--- config.mk ---
export PLATFORM = sky130hd
export DESIGN_NAME = fetch_unit
export DESIGN_NICKNAME = d
export VERILOG_FILES = /design/src/rtl/fetch_unit.sv
export SDC_FILE = /design/constraint.sdc
export NUM_CORES = 1
export LEC_CHECK = 0
export BUFFER_PORTS_ARGS = -buffer_cell sky130_fd_sc_hd__buf_2
export CAP_MARGIN = 5
export CORE_MARGIN = 2
export CORE_UTILIZATION = 40
export DETAILED_ROUTE_END_ITERATION = 12
export PLACE_DENSITY = 0.71
export SYNTH_ARGS = -nofsm -noshare
export SYNTH_HDL_FRONTEND = slang
export SYNTH_SLANG_ARGS = --single-unit
--- constraint.sdc ---
create_clock -name clk -period 2.1 [get_ports clk]
set_clock_uncertainty 0.05 [all_clocks]
set_input_delay 0.315 -clock clk [delete_from_list [all_inputs] [get_ports clk]]
set_output_delay 0.315 -clock clk [all_outputs]
set_load 0.05 [all_outputs]
--- src/rtl/fetch_unit.sv ---
// rtl/fetch_unit.sv - instruction fetch stage with one-entry IF/ID slot, HALT stop and redirect flush
// Optional FETCH_PERF_CNT_EN adds fetch_count/stall_count outputs.
module fetch_unit #(
  parameter int PC_W      = 32,
  parameter int MEM_DEPTH = 32,
  parameter int INSTR_W   = 32
) (
  input  logic               clk,
  input  logic               reset,
  input  logic               start,
  input  logic [PC_W-1:0]    start_pc,
  input  logic               redirect_valid,
  input  logic [PC_W-1:0]    redirect_pc,
  output logic [PC_W-1:0]    pc,
  input  logic [INSTR_W-1:0] instruction,
  output logic               if_valid,
  input  logic               if_ready,
  output logic [INSTR_W-1:0] if_instr,
  output logic [PC_W-1:0]    if_pc,
  output logic               if_halt,
`ifdef FETCH_PERF_CNT_EN
  output logic               halted,
  output logic [31:0]        fetch_count,
  output logic [31:0]        stall_count
`else
  output logic               halted
`endif
);

  typedef enum logic [1:0] {
    S_IDLE,
    S_FETCH,
    S_HALTED
  } state_t;

  state_t               r_state;
  state_t               w_next_state;
  logic [PC_W-1:0]      r_pc;
  logic                 r_if_valid;
  logic [INSTR_W-1:0]   r_if_instr;
  logic [PC_W-1:0]      r_if_pc;
  logic                 r_if_halt;

  logic                 w_slot_free;
  logic                 w_is_halt;
  logic                 w_redirect;
  logic                 w_flush_slot;
  logic                 w_capture;
  logic [PC_W-1:0]      w_pc_inc;

  assign w_slot_free  = !r_if_valid || if_ready;
  assign w_is_halt    = (instruction == '0);
  // Redirects only mean something once fetching has begun.
  assign w_redirect   = redirect_valid && (r_state != S_IDLE);
  assign w_flush_slot = w_redirect || (start && (r_state == S_FETCH));
  assign w_capture    = (r_state == S_FETCH) && !w_redirect && !start && w_slot_free;
  assign w_pc_inc     = (r_pc == PC_W'(MEM_DEPTH - 1)) ? '0 : r_pc + 1'b1;

  always_ff @(posedge clk) begin
    if (reset) begin
      r_state <= S_IDLE;
    end else begin
      r_state <= w_next_state;
    end
  end

  always_comb begin
    w_next_state = r_state;
    if (w_redirect || start) begin
      w_next_state = S_FETCH;
    end else if (w_capture && w_is_halt) begin
      w_next_state = S_HALTED;
    end
  end

  always_ff @(posedge clk) begin
    if (reset) begin
      r_pc       <= '0;
      r_if_valid <= 1'b0;
      r_if_instr <= '0;
      r_if_pc    <= '0;
      r_if_halt  <= 1'b0;
    end else begin
      if (w_redirect) begin
        r_pc <= redirect_pc;
      end else if (start) begin
        r_pc <= start_pc;
      end else if (w_capture && !w_is_halt) begin
        r_pc <= w_pc_inc;
      end

      // A captured HALT leaves pc parked on its own index.
      if (w_flush_slot) begin
        r_if_valid <= 1'b0;
        r_if_halt  <= 1'b0;
      end else if (w_capture) begin
        r_if_valid <= 1'b1;
        r_if_instr <= instruction;
        r_if_pc    <= r_pc;
        r_if_halt  <= w_is_halt;
      end else if (r_if_valid && if_ready) begin
        r_if_valid <= 1'b0;
      end
    end
  end

  assign pc       = r_pc;
  assign if_valid = r_if_valid;
  assign if_instr = r_if_instr;
  assign if_pc    = r_if_pc;
  assign if_halt  = r_if_halt;
  assign halted   = (r_state == S_HALTED);

`ifdef FETCH_PERF_CNT_EN
  logic [31:0] r_fetch_count;
  logic [31:0] r_stall_count;
  logic        w_stall;

  assign w_stall = (r_state == S_FETCH) && !w_redirect && !start && !w_slot_free;

  always_ff @(posedge clk) begin
    if (reset || start) begin
      r_fetch_count <= '0;
      r_stall_count <= '0;
    end else begin
      if (w_capture && (r_fetch_count != 32'hFFFF_FFFF)) begin
        r_fetch_count <= r_fetch_count + 32'd1;
      end
      if (w_stall && (r_stall_count != 32'hFFFF_FFFF)) begin
        r_stall_count <= r_stall_count + 32'd1;
      end
    end
  end

  assign fetch_count = r_fetch_count;
  assign stall_count = r_stall_count;
`endif

endmodule

== Yosys cells after proc, flatten, opt, wreduce, memory -nomap -nowiden ==
Index checks and enable logic that the tools add are counted.
Operators by class
  $add $sub $neg: 1
  $mul: 0
  div/mod/pow operators: 0
  magnitude comparators: 0
  equal/unequal tests: 3
  shift-type cells: 0
  muxes and demuxes: 8
  bitwise logic cells: 1
  reductions and logical operators: 23
Operators with widths (count)
  $mux 32: 4
  $add 32x1->32 const B: 1
  $eq 32x5->1 const B: 1
  $logic_not 32->1: 1
  $logic_and 1x1->1: 8
  $reduce_bool 2->1: 3
  $logic_not 1->1: 4
  $mux 1: 4
  $reduce_or 2->1: 2
  $logic_or 1x1->1: 3
  $reduce_bool 3->1: 1
  $eq 2x1->1 const B: 1
  $eq 2x2->1 const B: 1
  $reduce_and 2->1: 1
  $not 1->1: 1
Storage, ports and cells
  bits in registers: 100
  latch bits: 0
  RAM bits: 0
  ROM bits: 0
  memories kept: 0

== Logic depth before layout (Yosys ltp) ==
  depth after elaboration: 10
  depth in mapped cells: 8
  mapped depth without buffers: 7

== Least setup slack after synthesis ==
OpenSTA, ideal clock, no wires.
  kind: reg-to-reg
  start: register r_pc[7] (netlist: pc[7])
  end: register r_pc[25] (netlist: pc[25])
  library setup time: 123 ps
  arrival time: 2397 ps
  path slack: -470 ps
  stages on the path, launching flop included: 8
  path buffers: 1
  period minus slack after synthesis: 2570 ps
  path through: dfxtp_1 -> buf_2 -> nand4_1 -> or3_4 -> or4_4 -> or3_1 -> a21oi_1 -> a211oi_1
On the way
  longest elaborated chain between the ends: 5
  elaborated cells between the ends (all ways): 6
  classes of those cells: add/sub (1); eq/ne (1); mux (4)
RTL lines
  start, declared: RTL line 38  | logic [PC_W-1:0] r_pc;
  start signal, assigned: RTL line 85  | r_pc <= redirect_pc;
  start signal, assigned: RTL line 87  | r_pc <= start_pc;
  start signal, assigned: RTL line 89  | r_pc <= w_pc_inc;
  $add 32x1->32 or $eq 32x5->1 (tied branches): RTL line 57  | assign w_pc_inc = (r_pc == PC_W'(MEM_DEPTH - 1)) ? '0 : r_pc + 1'b1;
  $mux 32 (*): RTL line 57
  $mux 32 (*): RTL line 88  | end else if (w_capture && !w_is_halt) begin
  $mux 32 (*): RTL line 86  | end else if (start) begin
  $mux 32 (*): RTL line 84  | if (w_redirect) begin
Every way passes the cells marked *; elsewhere a longest branch is shown, timed or not. The select of a mux whose other input is x is not followed.
A chain may end at the register's enable or synchronous reset.

== Final worst setup path ==
  start: register r_pc[1] (netlist: pc[1])
  end: register r_pc[25] (netlist: pc[25])
The elaborated chain is that of the path after synthesis.

==> impl_results.md <==
- Outcome: completed
- Clk sinks: 100
- DP HPWL: 12.7 mm
- Post-place setup slack: -0.184 ns
- Yosys top cell area share: 0.405
- Arr. time, crit path: 2.26 ns
- Port bufs: 199
- First-pass GRT wire length: 27.0 mm
- Final worst setup slack: 0.0363 ns
- Number of synthesized flops with an enable pin: 0
- Critical path required time: 2.29 ns
- RSZ-0062 raised after global routing: true
- Int Pwr: 3.39 mW
- Total power: 4.96 mW
- Reg clk slew, reported paths: 0.07 ns
- Mean Syn Cell Area: 7.30 sq um
- Post-synthesis sequential area ratio: 0.405
- Syn nets: 778
- Final antenna-violating net count: 0
- Initial DRC count: 493
- Synth area leaders: dfxtp_1 41%, nand2_1 13%, a21oi_1 9.6%, nor2_1 3.5%, clkbuf_1 3.0%
- Setup tns final: 0 ns
- Post-Synthesis Cells: 676
- Yosys Warn Count: 0
- Flop and latch count out of synthesis: 100
- Site Rows: 40
- Setup CP Type: flip-flop to flip-flop
- Area Overhead vs Synth: 43.8%
- Die Y: 115 microns
- RR Startpoint: pc[1]$_SDFFE_PP0P_
- Critical Path Sink: pc[25]$_SDFFE_PP0P_
- Crit path cell chain: nand2_1 > or3_4 > or4_4 > or3_1 > a21oi_1 > a211oi_1
- Leading cell types in the layout, fill and taps excluded: 198 x buf_2, 168 x nand2_1, 94 x a21oi_1
- Antenna Cells: 0
- Startpoint class of the critical path: flip-flop
- Slowest library cell on the worst path: or4_4
- Number of global-route vias before repair: 5,531
- Slew Limit Fails: 0
- Commonest non-fill, non-tap cell in the layout: buf_2
- FF-to-FF End: pc[25]$_SDFFE_PP0P_
- Max cap viols: 0
- Psw: 1.57 mW
- Area leader, netlist: dfxtp_1
- Max Fclk: 485 MHz
- Post-route clock period utilization: 0.983
- R2R depth: 6
- Clock H-tree levels: 3
- Antenna violations before repair: 0
- Io pins: 200
- Worst Setup End Kind: flip-flop
- Routed vias/inst: 5.49
- Switching share of power: 0.317
- Worst Tran Pin Value: 0.485 ns
- CTS tree: done
- Routed len/inst: 15.9 microns
- Root Buffer: clkbuf_16
- TritonRoute pass-1 iters: 5
- Comb pwr share: 0.232
- Origin of the worst setup path: pc[1]$_SDFFE_PP0P_
- Number of CTS-inserted buffers: 9
- Count of cell types in the netlist: 58
- Slew HR: 0.676
- GRT Total Usage: 0.258
- Grt ovf: 0
- DRC viols: 0
- Nets: 1,026
- Chip width: 115 microns
- Cell area after synthesis: 4940 sq um
- Reg-to-reg setup timing slack: 0.04 ns
- Largest net degree at the start of global routing: 42
- Drt total wl: 17.1 mm
- Routability cong.: 0.958
- Crit path largest cell delay: 0.46 ns
- Layout cells sized above 1: 0.381
- Maximum vdd ir drop: 0.513 mV
- Core Area: 12,000 sq um
- Die area: 13,200 sq um
- Hold Crit Class: input port to flip-flop
- Final setup vio count: 0
- Clk_lat worst skew: 0.36 ns
- Tmin final: 2.06 ns
- Top FF cell, synth: dfxtp_1
- Clock Power Share: 0.350
- Ys async rst share: 0
- Clock tree buffer depth: 2
- Via count: 5,909
- CP Max Fanout: 6
- Starting density of the core: 0.411
- Part of the power in registers: 0.418
- CTS Hold Bufs: 0
- PD cells: 699 nW/um^2
- Utilization after layout: 0.591
- Hold Vio Cnt, Final: 0
- Filler cells: 1,143
- P_leak: 3.14 nW
==> sequential cells by signal (all words and copies together) (netlist names) <==
| register | flops |
|---|---|
| if_instr | 32 |
| if_pc | 32 |
| pc | 32 |
| r_state | 2 |
| if_halt | 1 |
| if_valid | 1 |
==> worst min-delay path by stage <==
stage	slack, ns	end	depth (start not counted)	startpoint
finish	0.15	if_instr[28]$_SDFFE_PP0P_	3	instruction[28]
global route	0.15	if_instr[13]$_SDFFE_PP0P_	3	instruction[13]
CTS	0.14	if_instr[13]$_SDFFE_PP0P_	3	instruction[13]
detailed placement	0.39	if_pc[6]$_SDFFE_PP0P_	2	if_pc[6]$_SDFFE_PP0P_
global placement	0.39	if_pc[12]$_SDFFE_PP0P_	2	if_pc[12]$_SDFFE_PP0P_
floorplan	0.40	if_instr[0]$_SDFFE_PP0P_	2	instruction[0]
==> power groups by stage <==
stage          Combinational [mW]  Sequential [mW]  Clock [mW]
6_report                     1.15             2.07        1.74
5_1_grt                      1.24             2.08        1.86
4_1_cts                      1.11             2.07        1.79
3_5_place_dp                 1.10             2.12           0
3_3_place_gp                 1.09             2.12           0
2_1_floorplan               0.390             2.40           0
==> area by class of cell <==
cell class | count | area (sq um) | share of cell area
timing repair buffer | 288 | 1740 | 0.244
clock buffer | 11 | 253 | 0.0356
tap | 147 | 184 | 0.0259
clock inverter | 5 | 57.6 | 0.00810
inverter | 5 | 18.8 | 0.00264
sequential | 100 | 2070 | 0.291
multi-input combinational | 520 | 2790 | 0.393
==> metal layers <==
layer	global-route usage	up-vias	routed length, microns
met3	0.0706	32	1530
li1	-	2884	-
met5	0	-	0
met4	0.0884	0	354
met2	0.420	279	8000
met1	0.330	2714	7220
==> Yosys cell counts, types with 6 or more instances <==
cell,n
nand2_1,168
dfxtp_1,100
a21oi_1,95
nor2_1,46
clkbuf_1,40
o21ai_0,29
nor4_1,22
nand3_1,21
nor3_1,17
a211oi_1,13
nand4_1,11
and3_1,8
a31oi_1,7
buf_2,7
and2_1,6
o211ai_1,6
==> worst max-delay path: cells and delay by family (launching register included) <==
family,cells,cell delay [ns]
DFF,1,0.39
AOI/OAI and AO/OA,2,0.19
and+or+nand+nor,4,1.32
==> cell families after synthesis <==
kind of cell    synth area share
simple gates               0.307
compound gates             0.223
flops                      0.405
buf+inv                   0.0443
xor+xnor                  0.0160
mux                      0.00203
fa+ha+maj                0.00253
==> stage by stage <==
step / cell area [sq um] / hold WS (ns) / cells
CTS: 6970 / 0.142 / 1065
detailed placement: 6620 / 0.394 / 1046
global placement: 6620 / 0.389 / 1046
finish: 7100 / 0.153 / 1076
floorplan: 5040 / 0.401 / 676
global route: 7100 / 0.151 / 1076
==> timing repair <==
| item | CTS | global route |
|---|---|---|
| setup buffers | 3 | 11 |
| pin swaps | 2 | 6 |
| gates resized for setup | 5 | 13 |
| setup endpoints to repair | 4 | 22 |
(Power assumes the default switching activity.)
